## config.mk

```make
export PLATFORM = sky130hd
export DESIGN_NAME = alu_serial_seq
export DESIGN_NICKNAME = d
export VERILOG_FILES = /design/src/rtl/alu_pkg.sv /design/src/rtl/alu_op_decode.sv /design/src/rtl/alu_serial_seq.sv
export SDC_FILE = /design/constraint.sdc
export NUM_CORES = 1
export LEC_CHECK = 0
export BUFFER_PORTS_ARGS = -buffer_cell sky130_fd_sc_hd__buf_2
export CAP_MARGIN = 30
export CORE_ASPECT_RATIO = 1.5
export CORE_UTILIZATION = 49
export DETAILED_ROUTE_END_ITERATION = 12
export PLACE_DENSITY = 0.87
export REMOVE_ABC_BUFFERS = 1
export SLEW_MARGIN = 10
export SYNTH_ARGS = -nofsm -noshare
export SYNTH_HDL_FRONTEND = slang
export SYNTH_SLANG_ARGS = --single-unit
```

## constraint.sdc

```tcl
create_clock -name Clock -period 1.74 [get_ports Clock]
set_input_delay 0 -clock Clock [delete_from_list [all_inputs] [get_ports Clock]]
set_output_delay 0 -clock Clock [all_outputs]
set_load 0.01 [all_outputs]
```

## src/rtl/alu_pkg.sv

```systemverilog
// Shared constants and types for the bit-serial ALU sequencer and its decoder.
package alu_pkg;

   localparam logic [3:0] ALUOP_AND = 4'b0000;
   localparam logic [3:0] ALUOP_OR  = 4'b0001;
   localparam logic [3:0] ALUOP_ADD = 4'b0010;
   localparam logic [3:0] ALUOP_SUB = 4'b0110;
   localparam logic [3:0] ALUOP_SLT = 4'b0111;
   localparam logic [3:0] ALUOP_NOR = 4'b1100;

   localparam logic [1:0] OP_AND  = 2'b00;
   localparam logic [1:0] OP_OR   = 2'b01;
   localparam logic [1:0] OP_SUM  = 2'b10;
   localparam logic [1:0] OP_LESS = 2'b11;

   typedef enum logic [1:0] {
      ST_IDLE   = 2'b00,
      ST_RUN    = 2'b01,
      ST_LESS   = 2'b10,
      ST_FINISH = 2'b11
   } state_t;

   typedef struct packed {
      logic       ainv;
      logic       binv;
      logic [1:0] op;
      logic       cin0;
      logic       is_arith;
      logic       is_slt;
   } dec_t;

endpackage

```

## src/rtl/alu_op_decode.sv

```systemverilog
// Combinational ALUop decode into slice control fields; unknown codes behave as AND.
module alu_op_decode
   import alu_pkg::*;
(
   input  logic [3:0] alu_op,
   output dec_t       dec
);

   always_comb begin
      dec = '{ainv: 1'b0, binv: 1'b0, op: OP_AND, cin0: 1'b0, is_arith: 1'b0, is_slt: 1'b0};
      case (alu_op)
         ALUOP_OR:  dec.op = OP_OR;
         ALUOP_ADD: begin
            dec.op       = OP_SUM;
            dec.is_arith = 1'b1;
         end
         ALUOP_SUB, ALUOP_SLT: begin
            dec.binv     = 1'b1;
            dec.op       = OP_SUM;
            dec.cin0     = 1'b1;
            dec.is_arith = 1'b1;
            dec.is_slt   = (alu_op == ALUOP_SLT);
         end
         ALUOP_NOR: begin
            dec.ainv = 1'b1;
            dec.binv = 1'b1;
         end
         default: ;
      endcase
   end

endmodule

```

## src/rtl/alu_serial_seq.sv

```systemverilog
// Bit-serial ALU sequencer: drives an external 1-bit slice LSB first and
// assembles the WIDTH-bit result and flags.
//
// state     | meaning
// ST_IDLE   | waiting for Start
// ST_RUN    | one operand bit per cycle through the slice
// ST_LESS   | SLT only: route the set bit through the slice Less input
// ST_FINISH | Done pulse; Start here chains directly into ST_RUN
module alu_serial_seq
   import alu_pkg::*;
#(
   parameter int WIDTH = 32
) (
   input  logic             Clock,
   input  logic             Resetn,
   input  logic             Start,
   input  logic [3:0]       ALUop,
   input  logic [WIDTH-1:0] A,
   input  logic [WIDTH-1:0] B,
   output logic             Busy,
   output logic             Done,
   output logic [WIDTH-1:0] Result,
   output logic             Zero,
   output logic             Overflow,
   output logic             CarryOut,
   output logic             s_A,
   output logic             s_B,
   output logic             s_Ainvert,
   output logic             s_Binvert,
   output logic             s_Carry_in,
   output logic             s_Less,
   output logic [1:0]       s_Operation,
   input  logic             s_Result,
   input  logic             s_Carry_out
);

   localparam int CNT_W = (WIDTH > 2) ? $clog2(WIDTH) : 1;
   localparam logic [CNT_W-1:0] LAST_BIT = CNT_W'(WIDTH - 1);

   state_t           state_q, state_d;
   dec_t             dec_q, dec_d, dec_w;
   logic [WIDTH-1:0] a_q, a_d, b_q, b_d, result_q, result_d;
   logic [CNT_W-1:0] cnt_q, cnt_d;
   logic             carry_q, carry_d, zero_q, zero_d;
   logic             ovf_q, ovf_d, cout_q, cout_d, set_q, set_d;
   logic             ovf_w;

   alu_op_decode u_dec (
      .alu_op (ALUop),
      .dec    (dec_w)
   );

   // Slice drive depends only on registers, so the slice round trip never loops back here.
   always_comb begin
      s_A         = 1'b0;
      s_B         = 1'b0;
      s_Ainvert   = 1'b0;
      s_Binvert   = 1'b0;
      s_Carry_in  = 1'b0;
      s_Less      = 1'b0;
      s_Operation = OP_AND;
      case (state_q)
         ST_RUN: begin
            s_A         = a_q[0];
            s_B         = b_q[0];
            s_Ainvert   = dec_q.ainv;
            s_Binvert   = dec_q.binv;
            s_Carry_in  = carry_q;
            s_Operation = dec_q.op;
         end
         ST_LESS: begin
            s_Less      = set_q;
            s_Operation = OP_LESS;
         end
         default: ;
      endcase
   end

   assign ovf_w = carry_q ^ s_Carry_out;

   always_comb begin
      state_d  = state_q;
      dec_d    = dec_q;
      a_d      = a_q;
      b_d      = b_q;
      result_d = result_q;
      cnt_d    = cnt_q;
      carry_d  = carry_q;
      zero_d   = zero_q;
      ovf_d    = ovf_q;
      cout_d   = cout_q;
      set_d    = set_q;
      case (state_q)
         ST_IDLE, ST_FINISH: begin
            if (Start) begin
               state_d  = ST_RUN;
               dec_d    = dec_w;
               a_d      = A;
               b_d      = B;
               result_d = '0;
               cnt_d    = '0;
               carry_d  = dec_w.cin0;
               zero_d   = 1'b0;
               ovf_d    = 1'b0;
               cout_d   = 1'b0;
               set_d    = 1'b0;
            end else begin
               state_d = ST_IDLE;
            end
         end
         ST_RUN: begin
            result_d = {s_Result, result_q[WIDTH-1:1]};
            carry_d  = s_Carry_out;
            a_d      = a_q >> 1;
            b_d      = b_q >> 1;
            cnt_d    = cnt_q + 1'b1;
            if (cnt_q == LAST_BIT) begin
               if (dec_q.is_arith) begin
                  ovf_d  = ovf_w;
                  cout_d = s_Carry_out;
                  set_d  = s_Result ^ ovf_w;
               end
               zero_d  = (result_d == '0);
               state_d = dec_q.is_slt ? ST_LESS : ST_FINISH;
            end
         end
         ST_LESS: begin
            result_d = {{(WIDTH-1){1'b0}}, s_Result};
            zero_d   = ~s_Result;
            state_d  = ST_FINISH;
         end
         default: state_d = ST_IDLE;
      endcase
   end

   always_ff @(posedge Clock or negedge Resetn) begin
      if (!Resetn) begin
         state_q  <= ST_IDLE;
         dec_q    <= '0;
         a_q      <= '0;
         b_q      <= '0;
         result_q <= '0;
         cnt_q    <= '0;
         carry_q  <= 1'b0;
         zero_q   <= 1'b0;
         ovf_q    <= 1'b0;
         cout_q   <= 1'b0;
         set_q    <= 1'b0;
      end else begin
         state_q  <= state_d;
         dec_q    <= dec_d;
         a_q      <= a_d;
         b_q      <= b_d;
         result_q <= result_d;
         cnt_q    <= cnt_d;
         carry_q  <= carry_d;
         zero_q   <= zero_d;
         ovf_q    <= ovf_d;
         cout_q   <= cout_d;
         set_q    <= set_d;
      end
   end

   assign Busy     = (state_q == ST_RUN) || (state_q == ST_LESS);
   assign Done     = (state_q == ST_FINISH);
   assign Result   = result_q;
   assign Zero     = zero_q;
   assign Overflow = ovf_q;
   assign CarryOut = cout_q;

endmodule

```

## Word level (Yosys, flattened, before mapping)

Index checks and enable logic that the tools add are counted.
W data, S select, Z words.

| word-level totals | value |
|---|---|
| register bits after elaboration | 114 |
| output and inout port bits | 45 |
| logic and storage cells | 82 |

| cells by class | value |
|---|---|
| $add $sub $neg | 1 |
| eq/ne operators | 12 |
| multiplexer cells | 39 |
| bitwise operators | 3 |
| reductions and logical operators | 12 |

Operators with widths:

| cell | number |
|---|---|
| $pmux W32 S2 | 2 |
| $mux W32 | 3 |
| $pmux W32 S3 | 1 |
| $logic_not A32 Y1 | 1 |
| $mux W1 | 22 |
| $pmux W5 S2 | 1 |
| $eq A4 B3 Y1 const B | 2 |
| $pmux W1 S2 | 4 |
| $pmux W2 S2 | 2 |
| $ne A2 B2 Y1 const B | 3 |
| $pmux W2 S3 | 1 |
| $reduce_and A2 Y1 | 3 |
| $reduce_or A3 Y1 | 2 |
| $add A5 B1 Y5 const B | 1 |
| $eq A5 B5 Y1 const B | 1 |
| $mux W5 | 1 |
| $eq A2 B2 Y1 const B | 2 |
| $eq A4 B1 Y1 const B | 1 |
| $eq A4 B2 Y1 const B | 1 |
| $eq A4 B4 Y1 const B | 1 |
| $reduce_and A4 Y1 | 1 |
| $reduce_or A2 Y1 | 2 |
| $pmux W1 S3 | 1 |
| $eq A2 B1 Y1 const B | 1 |
| 6 further kinds | 7 |

## Logic depth before layout (Yosys ltp)

Gate-level depths: netlist (run 1).

| depth | value |
|---|---|
| depth after elaboration | 5 |
| mapped depth | 9 |
| mapped depth without buffers | 7 |

## By module

A second synthesis (run 1) with hierarchy kept.

| second synthesis, totals | value |
|---|---|
| cells, all modules | 469 |
| area total of the unflattened synthesis | 5181.2 µm² |

Modules (own cells, without submodules):

| module | instances | cells each | area each (µm²) |
|---|---|---|---|
| alu_serial_seq | 1 | 460 | 5117.4 |
| alu_op_decode | 1 | 9 | 63.8 |

## Least setup slack after synthesis (run 1)

OpenSTA, ideal clock, no wires.

| path | value |
|---|---|
| path kind | reg-to-reg |
| start | reg state_q[0] |
| end | reg cnt_q[0] |
| setup time | 0.095 ns |
| arrival time | 1.670 ns |
| slack | -0.025 ns |
| stages on the path, launching flop included | 10 |
| period minus slack after synthesis | 1.765 ns |
| cells stage by stage | dfrtp_1 > inv_1 > ha_1 > and2_1 > buf_2 > nor2_2 > buf_2 > buf_2 > nand2_1 > o31ai_1 |

| between the ends | value |
|---|---|
| cells in the longest elaborated chain, start to end | 4 |

Ends and longest elaborated chain:

| what | RTL line | source |
|---|---|---|
| start: declaration | alu_serial_seq.sv:40 | `state_t state_q, state_d;` |
| start signal: assignment | alu_serial_seq.sv:150 | `state_q <= state_d;` |
| $eq A2 B2 Y1 or $logic_not A2 Y1 (tied branches) | alu_serial_seq.sv:93 | `case (state_q)` |
| $reduce_or A2 Y1 | alu_serial_seq.sv:93 |  |
| $ne A2 B2 Y1 (no source line) or $reduce_bool A2 Y1 (tied branches) | - |  |
| $reduce_and A2 Y1 (no source line) | - |  |
| end signal: assignment | alu_serial_seq.sv:155 | `cnt_q <= cnt_d;` |
| end: declaration | alu_serial_seq.sv:43 | `logic [CNT_W-1:0] cnt_q, cnt_d;` |

Parallel ways exist; a longest one is shown, timed or not.
A chain may end at the register's enable or synchronous reset.

## Final worst setup path (run 1)

| path | value |
|---|---|
| start | reg state_q[0] |
| end | out s_Operation[0] |

| between the ends | value |
|---|---|
| cells in the longest elaborated chain, start to end | 2 |

Ends and longest elaborated chain:

| what | RTL line | source |
|---|---|---|
| $eq A2 B2 Y1 or $eq A2 B1 Y1 (tied branches) | alu_serial_seq.sv:62 | `case (state_q)` |
| $pmux W2 S2 (*) | alu_serial_seq.sv:62 |  |
| end: declaration | alu_serial_seq.sv:32 | `output logic [1:0] s_Operation,` |

Every way passes the cells marked *; elsewhere a longest branch is shown, timed or not.

==> impl_metrics.tcl, run 1 <==
set metrics [dict create \
    drc 0 \
    grt_pass1_wl_mm 24.0 \
    ys_types 40 \
    status "complete, no violations" \
    htreeDepth 4 \
    drt-initial-drc-count 292 \
    yosysMostFrequentCell "dfrtp_1" \
    min_path_type "input pin to asynchronous set/reset pin" \
    hold_viol 0 \
    hold_slack_ps 95.9 \
    final_nets 768 \
    insertion_delay_ps 410 \
    grt_pass1_vias 4934 \
    numCtsBuffers 17 \
    port_buffers 117 \
    synth_edf_count 0 \
    r2r_cells 8 \
    drtPass1Iterations 5 \
    io_pins 118 \
    synthArstFlopShare_pct 100 \
    synth.top_cells.by_area "dfrtp_1 56%, mux2i_1 12%, o21ai_1 7.0%, nand2_1 5.9%, a22o_1 5.7%" \
    via_count 4765 \
    die_h_microns 127 \
    gp_congestion 0.805 \
    grt_start_max_net_pins 49 \
    p_per_area_nw_per_um2 1810 \
    crit_fanout 12 \
    core-area_sq_um 10100 \
    grt-ovfl-total 0 \
    start_kind "flip-flop" \
    slew_violations 0 \
    avgSynthCellArea_sq_um 10.7 \
    slew-limit-headroom_pct 67.5 \
    dpl_worst_slack_ps -33.4 \
    path_clk_slew_ps 50 \
    area_delta_synth_final_pct 51.1 \
    cts_sinks 113 \
    wl_per_cell_microns 19.1 \
    maxCapViolCount 0 \
    min_period_ps 1710 \
    netlist_area_sq_um 5070 \
    root_buffer "clkbuf_16" \
    grtUsageTotal_pct 28.9 \
    setup_slack_ps 30.5 \
    initial_core_util_pct 50.3 \
    synth_commonest_cells "113 x dfrtp_1, 80 x nand2_1, 71 x o21ai_1" \
    syn_inst 472 \
    rsz0062_at_grt "yes" \
    fin_crit_sh_pct 98.2 \
    antenna_found_initial 1 \
    leakage_uw 0.00369 \
    dpl.hpwl_mm 8.33 \
    worst_pin_slew_ps 487 \
    synth.ff_latch_count 113 \
    wirelength_mm 15.7 \
    vdd_drop_max_uv 1130 \
    cp-end-kind "output pin" \
    tns_ps 0 \
    path_class "flip-flop to output pin" \
    cts_tree "yes" \
    synth_top_area_share_pct 55.7 \
    drive_above_1_share_pct 28.2 \
    synth_top_area_cell "dfrtp_1" \
    dieArea_sq_um 10800 \
    final-setup-viol-count 0 \
    ys_warn_count 0 \
    rows 45 \
    fp.dieW_microns 85.1 \
    avgViaCountPerCell 5.81 \
    worstPathRequired_ps 1740 \
    seq_area_frac_synth_pct 55.7 \
    clock.fmax_mhz 585 \
    synth-main-ff-cell "dfrtp_1" \
    ant_nets 0 \
    clockBufferDepth 2 \
    crit_arrival_ps 1710 \
    worst_clock_skew_ps 10.2 \
]
through the flow:
step / instances / utilization [%] / instance area [sq um] / power [uW]
after floorplan: 439 / - / 4930 / 6470
after global placement: 703 / 59.5 / 6000 / 8580
after detailed placement: 703 / 59.5 / 6000 / 8870
after CTS: 809 / 73.8 / 7430 / 12900
after global routing: 820 / 76.1 / 7670 / 14600
final: 820 / 76.1 / 7670 / 13900
worst max-delay path, stage by stage, from the launching register on:
cell     delay [ps]
dfrtp_1         390
buf_4           160
ha_4            190
buf_12          130
buf_16          140
a21oi_2         110
nor2_1           40
buf_2           140
per-layer routing:
layer | part of all wire, % | global-route usage, % | vias up
li1 | - | - | 2125
met1 | 37 | 30.5 | 2365
met2 | 53 | 51.6 | 223
met3 | 6.6 | 9.63 | 52
met4 | 3.3 | 13.0 | 0
met5 | 0 | 0 | -
power by group:
part | switching [uW] | internal (uW) | total, uW
clock | 1150 | 2590 | 3750
sequential | 541 | 3530 | 4070
combinational | 3190 | 2870 | 6060
total | 4880 | 9000 | 13900
kinds of logic after synthesis:
| family | after synthesis | synth area share [%] |
|---|---|---|
| compound gates | 130 | 16.2 |
| xor+xnor | 2 | 0.345 |
| fa+ha+maj | 5 | 1.23 |
| buf+inv | 37 | 3.18 |
| flops | 113 | 55.7 |
| mux | 63 | 12.4 |
| simple gates | 122 | 10.9 |
timing repair:
| item | 4_1_cts | 5_1_grt |
|---|---|---|
| buffers inserted | 1 | 6 |
| pin swaps | 1 | 1 |
| endpoints found under the setup margin | 7 | 90 |
| hold buffers | 73 | 0 |
| endpoints found under the hold margin | 156 | 0 |
| gates resized for setup | 5 | 11 |
| gates cloned | 1 | 4 |
worst paths after layout:
kind | startpoint | slack (ps) | endpoint
max in group asynchronous | Resetn | 930 | a_q[22]
setup reg to reg | state_q[0] | 40 | a_q[2]
setup / recovery | state_q[0] | 30 | s_Operation[0]
hold reg to reg | b_q[14] | 480 | b_q[14]
hold / removal | Resetn | 100 | a_q[1]
min in group Clock | B[28] | 410 | b_q[28]
area by class of cell:
type,count,area (sq um)
clock buffer,20,457
clock inverter,11,185
multi-input combinational,322,2150
antenna,1,2.50
tap,117,146
fill,595,2410
inverter,4,15.0
sequential,113,2830
timing repair buffer,232,1890
state kept, by name, indices dropped and copies added (netlist names):
| signal | count |
|---|---|
| cnt_q | 5 |
| state_q | 2 |
| carry_q | 1 |
| Overflow | 1 |
| Zero | 1 |
| a_q | 32 |
| CarryOut | 1 |
| b_q | 32 |
| Result | 32 |
| dec_q | 5 |
| set_q | 1 |
cell usage in the layout (no fill, tap or decap), types with 3 or more instances in the layout:
master and instances:
buf_2 116, dfrtp_1 113, nand2_1 80, dlygate4sd3_1 73, o21ai_1 71, mux2i_1 63, a22o_1 33, buf_4 26
clkbuf_16 21, and2_1 8, a21oi_1 7, nor4_1 7, buf_12 7, nor2_1 5, nand3_1 5, bufinv_16 5
o21ai_0 4, clkinv_2 4, a22oi_1 3, ha_4 3, buf_16 3
(Power assumes the default switching activity.)
==> run 2, diff against run 1 <==
--- a/config.mk
+++ b/config.mk
@@ -8,9 +8,9 @@
 export BUFFER_PORTS_ARGS = -buffer_cell sky130_fd_sc_hd__buf_2
 export CAP_MARGIN = 30
 export CORE_ASPECT_RATIO = 1.5
-export CORE_UTILIZATION = 49
+export CORE_UTILIZATION = 58
 export DETAILED_ROUTE_END_ITERATION = 12
-export PLACE_DENSITY = 0.87
+export PLACE_DENSITY = 0.95
 export REMOVE_ABC_BUFFERS = 1
 export SLEW_MARGIN = 10
 export SYNTH_ARGS = -nofsm -noshare
==> constraint.sdc (replaced) <==
create_clock -name Clock -period 2.2 [get_ports Clock]
set_input_delay 0 -clock Clock [delete_from_list [all_inputs] [get_ports Clock]]
set_output_delay 0 -clock Clock [all_outputs]
set_load 0.01 [all_outputs]
==> run 2 against run 1 <==
- clock skew is 3.2 ps lower
- critical path depth fell by 1
- worst setup slack gained 69 ps
- first-iteration DRC count rose by 36%
- register-to-register slack improved by 60 ps
- clock power is 14% lower
- utilization is 9.5 points higher
- critical endpoint is now b_q[31]
==> impl_metrics.tcl, run 2 (synthesis gave the netlist of run 1 again) <==
set metrics [dict create \
    ant_nets 0 \
    layout_common_cells "116 x buf_2, 113 x dfrtp_1, 80 x nand2_1, 74 x dlygate4sd3_1, 71 x o21ai_1" \
    gp_congestion 0.821 \
    final_util_pct 85.6 \
    hold_viol 0 \
    leakage_uw 0.00349 \
    grt-ovfl-total 0 \
    start_kind "flip-flop" \
    fp.dieW_microns 78.4 \
    vdd_drop_max_uv 926 \
    insertion_delay_ps 410 \
    fin_crit_sh_pct 95.5 \
    dieArea_sq_um 9130 \
    slew-limit-headroom_pct 64.5 \
    root_buffer "clkbuf_16" \
    dpl.hpwl_mm 7.59 \
    cp-end-kind "flip-flop" \
    wl_per_cell_microns 20.8 \
    rsz0062_at_grt "no" \
    wirelength_mm 16.2 \
    worstHoldPathCells 4 \
    min_path_type "input pin to flip-flop" \
    drt-initial-drc-count 398 \
    maxCapViolCount 0 \
    p_per_area_nw_per_um2 1450 \
    avgViaCountPerCell 6.06 \
    drc 0 \
    antenna_found_initial 0 \
    final_common_cell "buf_2" \
    status "complete, no violations" \
    area_delta_synth_final_pct 42.8 \
    fin_cells 778 \
    hold_slack_ps 23.1 \
    cts_sinks 113 \
    slew_violations 0 \
    rows 41 \
    port_buffers 117 \
    r2r_cells 6 \
    grt_start_max_net_pins 85 \
    dp_cells 671 \
    die_h_microns 117 \
    via_count 4712 \
    final_nets 736 \
    grt_pass1_vias 4910 \
    worst_pin_slew_ps 532 \
    clock.fmax_mhz 476 \
    drtPass1Iterations 6 \
    diodes 0 \
    worstPathRequired_ps 2490 \
    crit_fanout 8 \
    final-setup-viol-count 0 \
    numCtsBuffers 17 \
    cts_tree "yes" \
    io_pins 118 \
    htreeDepth 4 \
    min_period_ps 2100 \
    clockBufferDepth 2 \
    initial_core_util_pct 59.9 \
    core-area_sq_um 8460 \
    path_clk_slew_ps 50 \
    worst_clock_skew_ps 6.99 \
    fillers 404 \
    grtUsageTotal_pct 37.7 \
    grt_pass1_wl_mm 25.4 \
    crit_arrival_ps 2390 \
    path_class "flip-flop to flip-flop" \
    drive_above_1_share_pct 24.3 \
]
==> run 2: cell types whose count changed in the layout (fill, tap and decap cells not counted), moves of 2 or more <==
cell | previous run | this run
buf_4 | 26 | 4
ha_4 | 3 | 1
buf_16 | 3 | 0
nor2b_4 | 2 | 0
clkinv_2 | 4 | 1
clkbuf_16 | 21 | 17
clkbuf_8 | 2 | 4
nor2b_2 | 0 | 2
==> run 2: stage by stage <==
stage               instance area (sq um)  power [uW]  TNS, ps  setup WS (ps)
finish                               7250       10500        0           99.4
global route                         7250       10900        0           70.6
CTS                                  7240       10100        0            101
detailed placement                   5810        6700        0            229
global placement                     5810        6480        0            303
floorplan                            4930        5390  -353910          -3850
==> run 2: where the power goes <==
part | leakage (uW) | internal [uW] | switching, uW
Clock | 0.000330 | 2240 | 975
Sequential | 0.00147 | 2790 | 500
Combinational | 0.00169 | 1540 | 2430
==> run 2: worst paths after layout <==
check	startpoint	to	slack, ps
worst max-delay path	state_q[1]	b_q[31]	100
worst min-delay path	ALUop[1]	dec_q[4]	20
worst max register to register	state_q[1]	b_q[31]	100
worst min register to register	a_q[25]	a_q[25]	490
max in group asynchronous	Resetn	set_q	1330
min in group asynchronous	Resetn	a_q[0]	100
==> run 2: cell type report <==
class | count | area [sq um] | area share [%]
Clock inverter | 9 | 200 | 2.76
Clock buffer | 23 | 488 | 6.73
Multi-Input combinational cell | 322 | 2110 | 29.1
Inverter | 4 | 15.0 | 0.207
Tap cell | 107 | 134 | 1.85
Sequential cell | 113 | 2830 | 39.0
Timing Repair Buffer | 200 | 1470 | 20.3
==> run 2: critical path, stage by stage (launching register included) <==
cell and delay (ps):
dfrtp_1 420, ha_2 410, buf_4 180, inv_2 80
a22oi_1 220, o21ai_1 90, dlygate4sd3_1 570
==> run 2: layer usage <==
layer / up-vias / wire length, microns / GRT usage (%)
li1: 2061 / - / -
met1: 2279 / 5550 / 40.8
met2: 307 / 8530 / 65.6
met3: 65 / 1340 / 11.1
met4: 0 / 722 / 22.1
met5: - / 0 / 0
==> run 2: repair_timing <==
| item | in CTS | in global routing |
|---|---|---|
| buffers inserted | 0 | 1 |
| hold buffers | 74 | 0 |
| setup endpoints to repair | 0 | 2 |
| hold endpoints to repair | 186 | 0 |
| resized for setup | 0 | 2 |
==> run 3, diff against run 2 <==
--- a/config.mk
+++ b/config.mk
@@ -10,7 +10,8 @@
 export CORE_ASPECT_RATIO = 1.5
 export CORE_UTILIZATION = 58
 export DETAILED_ROUTE_END_ITERATION = 12
-export PLACE_DENSITY = 0.95
+export HOLD_SLACK_MARGIN = 0.05
+export PLACE_DENSITY_LB_ADDON = 0.05
 export REMOVE_ABC_BUFFERS = 1
 export SLEW_MARGIN = 10
 export SYNTH_ARGS = -nofsm -noshare
==> run 3 against run 2 <==
- worst setup slack improved by 9.6 ps
- register-to-register slack hardly changed
- utilization decreased by 2.0 points
- clock power down 23%
- clock skew increased by 1.9 ps
- critical path depth up 1
- final cell count stayed put
- via count shrank 9.4%
- die area unchanged
==> impl_metrics.tcl, run 3 (synthesis gave the netlist of run 1 again) <==
set metrics [dict create \
    status "complete, no violations" \
    min_period_ps 2090 \
    crit_chain "inv_1 -> ha_1 -> buf_4 -> nand2_1 -> nand2_1 -> o21ai_1 -> dlygate4sd3_1" \
    wirelength_mm 12.6 \
    clock.fmax_mhz 478 \
    area_delta_synth_final_pct 39.5 \
    maxCapViolCount 0 \
    cp-end-kind "flip-flop" \
    ant_nets 0 \
    drtPass1Iterations 5 \
    crit_arrival_ps 2370 \
    vdd_drop_max_uv 1150 \
    p_per_area_nw_per_um2 1300 \
    hold_slack_ps 211 \
    drt-initial-drc-count 233 \
    final_nets 737 \
    clockBufferDepth 2 \
    grtUsageTotal_pct 29.7 \
    worstPathRequired_ps 2480 \
    initial_core_util_pct 59.9 \
    cpPeakStageDelay_ps 540 \
    port_buffers 117 \
    dpl_worst_slack_ps 344 \
    endpoint "dec_q[0]" \
    drive_above_1_share_pct 24.0 \
    start_kind "flip-flop" \
    via_count 4270 \
    slew-limit-headroom_pct 60.8 \
    fillers 503 \
    layout_common_cells "116 x buf_2, 113 x dfrtp_1, 80 x nand2_1, 74 x dlygate4sd3_1, 71 x o21ai_1" \
    final_util_pct 83.6 \
    final_common_cell "buf_2" \
    setup_slack_ps 109 \
    crit_fanout 9 \
    grt_pass1_vias 4303 \
    dp_cells 673 \
    grt-ovfl-total 0 \
    avgViaCountPerCell 5.49 \
    reg2reg_from "state_q[0]" \
    path_class "flip-flop to flip-flop" \
    critPathSlowestCell "dlygate4sd3_1" \
    fin_cells 778 \
    path_clk_slew_ps 50 \
    final-setup-viol-count 0 \
    gp_congestion 0.841 \
    dieArea_sq_um 9130 \
    dpl.hpwl_mm 7.06 \
    fp.dieW_microns 78.4 \
    final_cell_area_sq_um 7080 \
    wl_per_cell_microns 16.2 \
    die_h_microns 117 \
    fin_crit_sh_pct 95.0 \
    worst_pin_slew_ps 588 \
    path_buf_inv 3 \
    core-area_sq_um 8460 \
    rows 41 \
    hold_viol 0 \
    grt_start_max_net_pins 114 \
    root_buffer "clkbuf_16" \
    grt_pass1_wl_mm 20.4 \
    cts_sinks 113 \
    cts_tree "yes" \
    slew_violations 0 \
    io_pins 118 \
    worst_clock_skew_ps 8.90 \
    rsz0062_at_grt "no" \
    leakage_uw 0.00341 \
    insertion_delay_ps 400 \
    min_path_type "input pin to asynchronous set/reset pin" \
    antenna_found_initial 0 \
    path_depth 7 \
    htreeDepth 4 \
    r2r_cells 7 \
    post_cts_resized 0 \
    startpoint "state_q[0]" \
    diodes 0 \
    critPathTopFamily "buffers and inverters" \
    timing.critical_path.mode_cell "nand2_1" \
    worstReg2RegEnd "dec_q[0]" \
    drc 0 \
    place_area_sq_um 5800 \
    numCtsBuffers 17 \
    ff2ff_setup_slack_ps 110 \
]
run 3: cell count changes in the layout (fill, tap and decap cells not counted):
cell,change
ha_2,-1
clkinvlp_4,+1
clkinv_4,+1
buf_12,-2
and2_1,+1
ha_1,+1
clkinv_2,+5
and2_2,-1
clkbuf_8,-3
bufinv_16,-5
buf_4,+3
run 3: through the flow:
step	setup TNS [ps]	total power, uW
after floorplan	-353910	5390
after global placement	0	6450
after detailed placement	0	6580
after CTS	0	9170
after global routing	0	9850
final	0	9230
run 3: worst min-delay path by stage:
stage,depth (start not counted),from,endpoint
after floorplan,0,Resetn,CarryOut
after global placement,2,Resetn,a_q[0]
after detailed placement,2,Resetn,a_q[1]
after CTS,3,Resetn,a_q[1]
after global routing,3,Resetn,a_q[1]
final,3,Resetn,a_q[25]
run 3: tightest hold or removal path, stage by stage:
cell	delay, ps
dlygate4sd3_1	530
buf_4	110
buf_12	420
run 3: final cells by class:
| type | instances | area [sq um] | share of cell area, % |
|---|---|---|---|
| sequential | 113 | 2830 | 40.0 |
| clock buffer | 20 | 447 | 6.31 |
| tap | 107 | 134 | 1.89 |
| inverter | 4 | 15.0 | 0.212 |
| timing repair buffer | 201 | 1450 | 20.5 |
| clock inverter | 11 | 91.3 | 1.29 |
| multi-input combinational | 322 | 2110 | 29.8 |
run 3: metal layers:
layer | vias to the layer above | track usage (%) | wire [microns]
met5 | - | 0 | 0
met4 | 0 | 12.5 | 228
met3 | 18 | 6.72 | 437
met2 | 123 | 51.9 | 6920
met1 | 2062 | 35.5 | 5010
li1 | 2067 | - | -
run 3: timing repair:
action / CTS / global route
setup buffers: 0 / 0
hold buffers: 74 / 0
endpoints found under the hold margin: 187 / 0
run 3: report_power, final:
part | switching [uW] | internal (uW) | total (uW)
Sequential | 405 | 2790 | 3190
Combinational | 2130 | 1430 | 3560
Clock | 913 | 1560 | 2470
Total | 3450 | 5780 | 9230
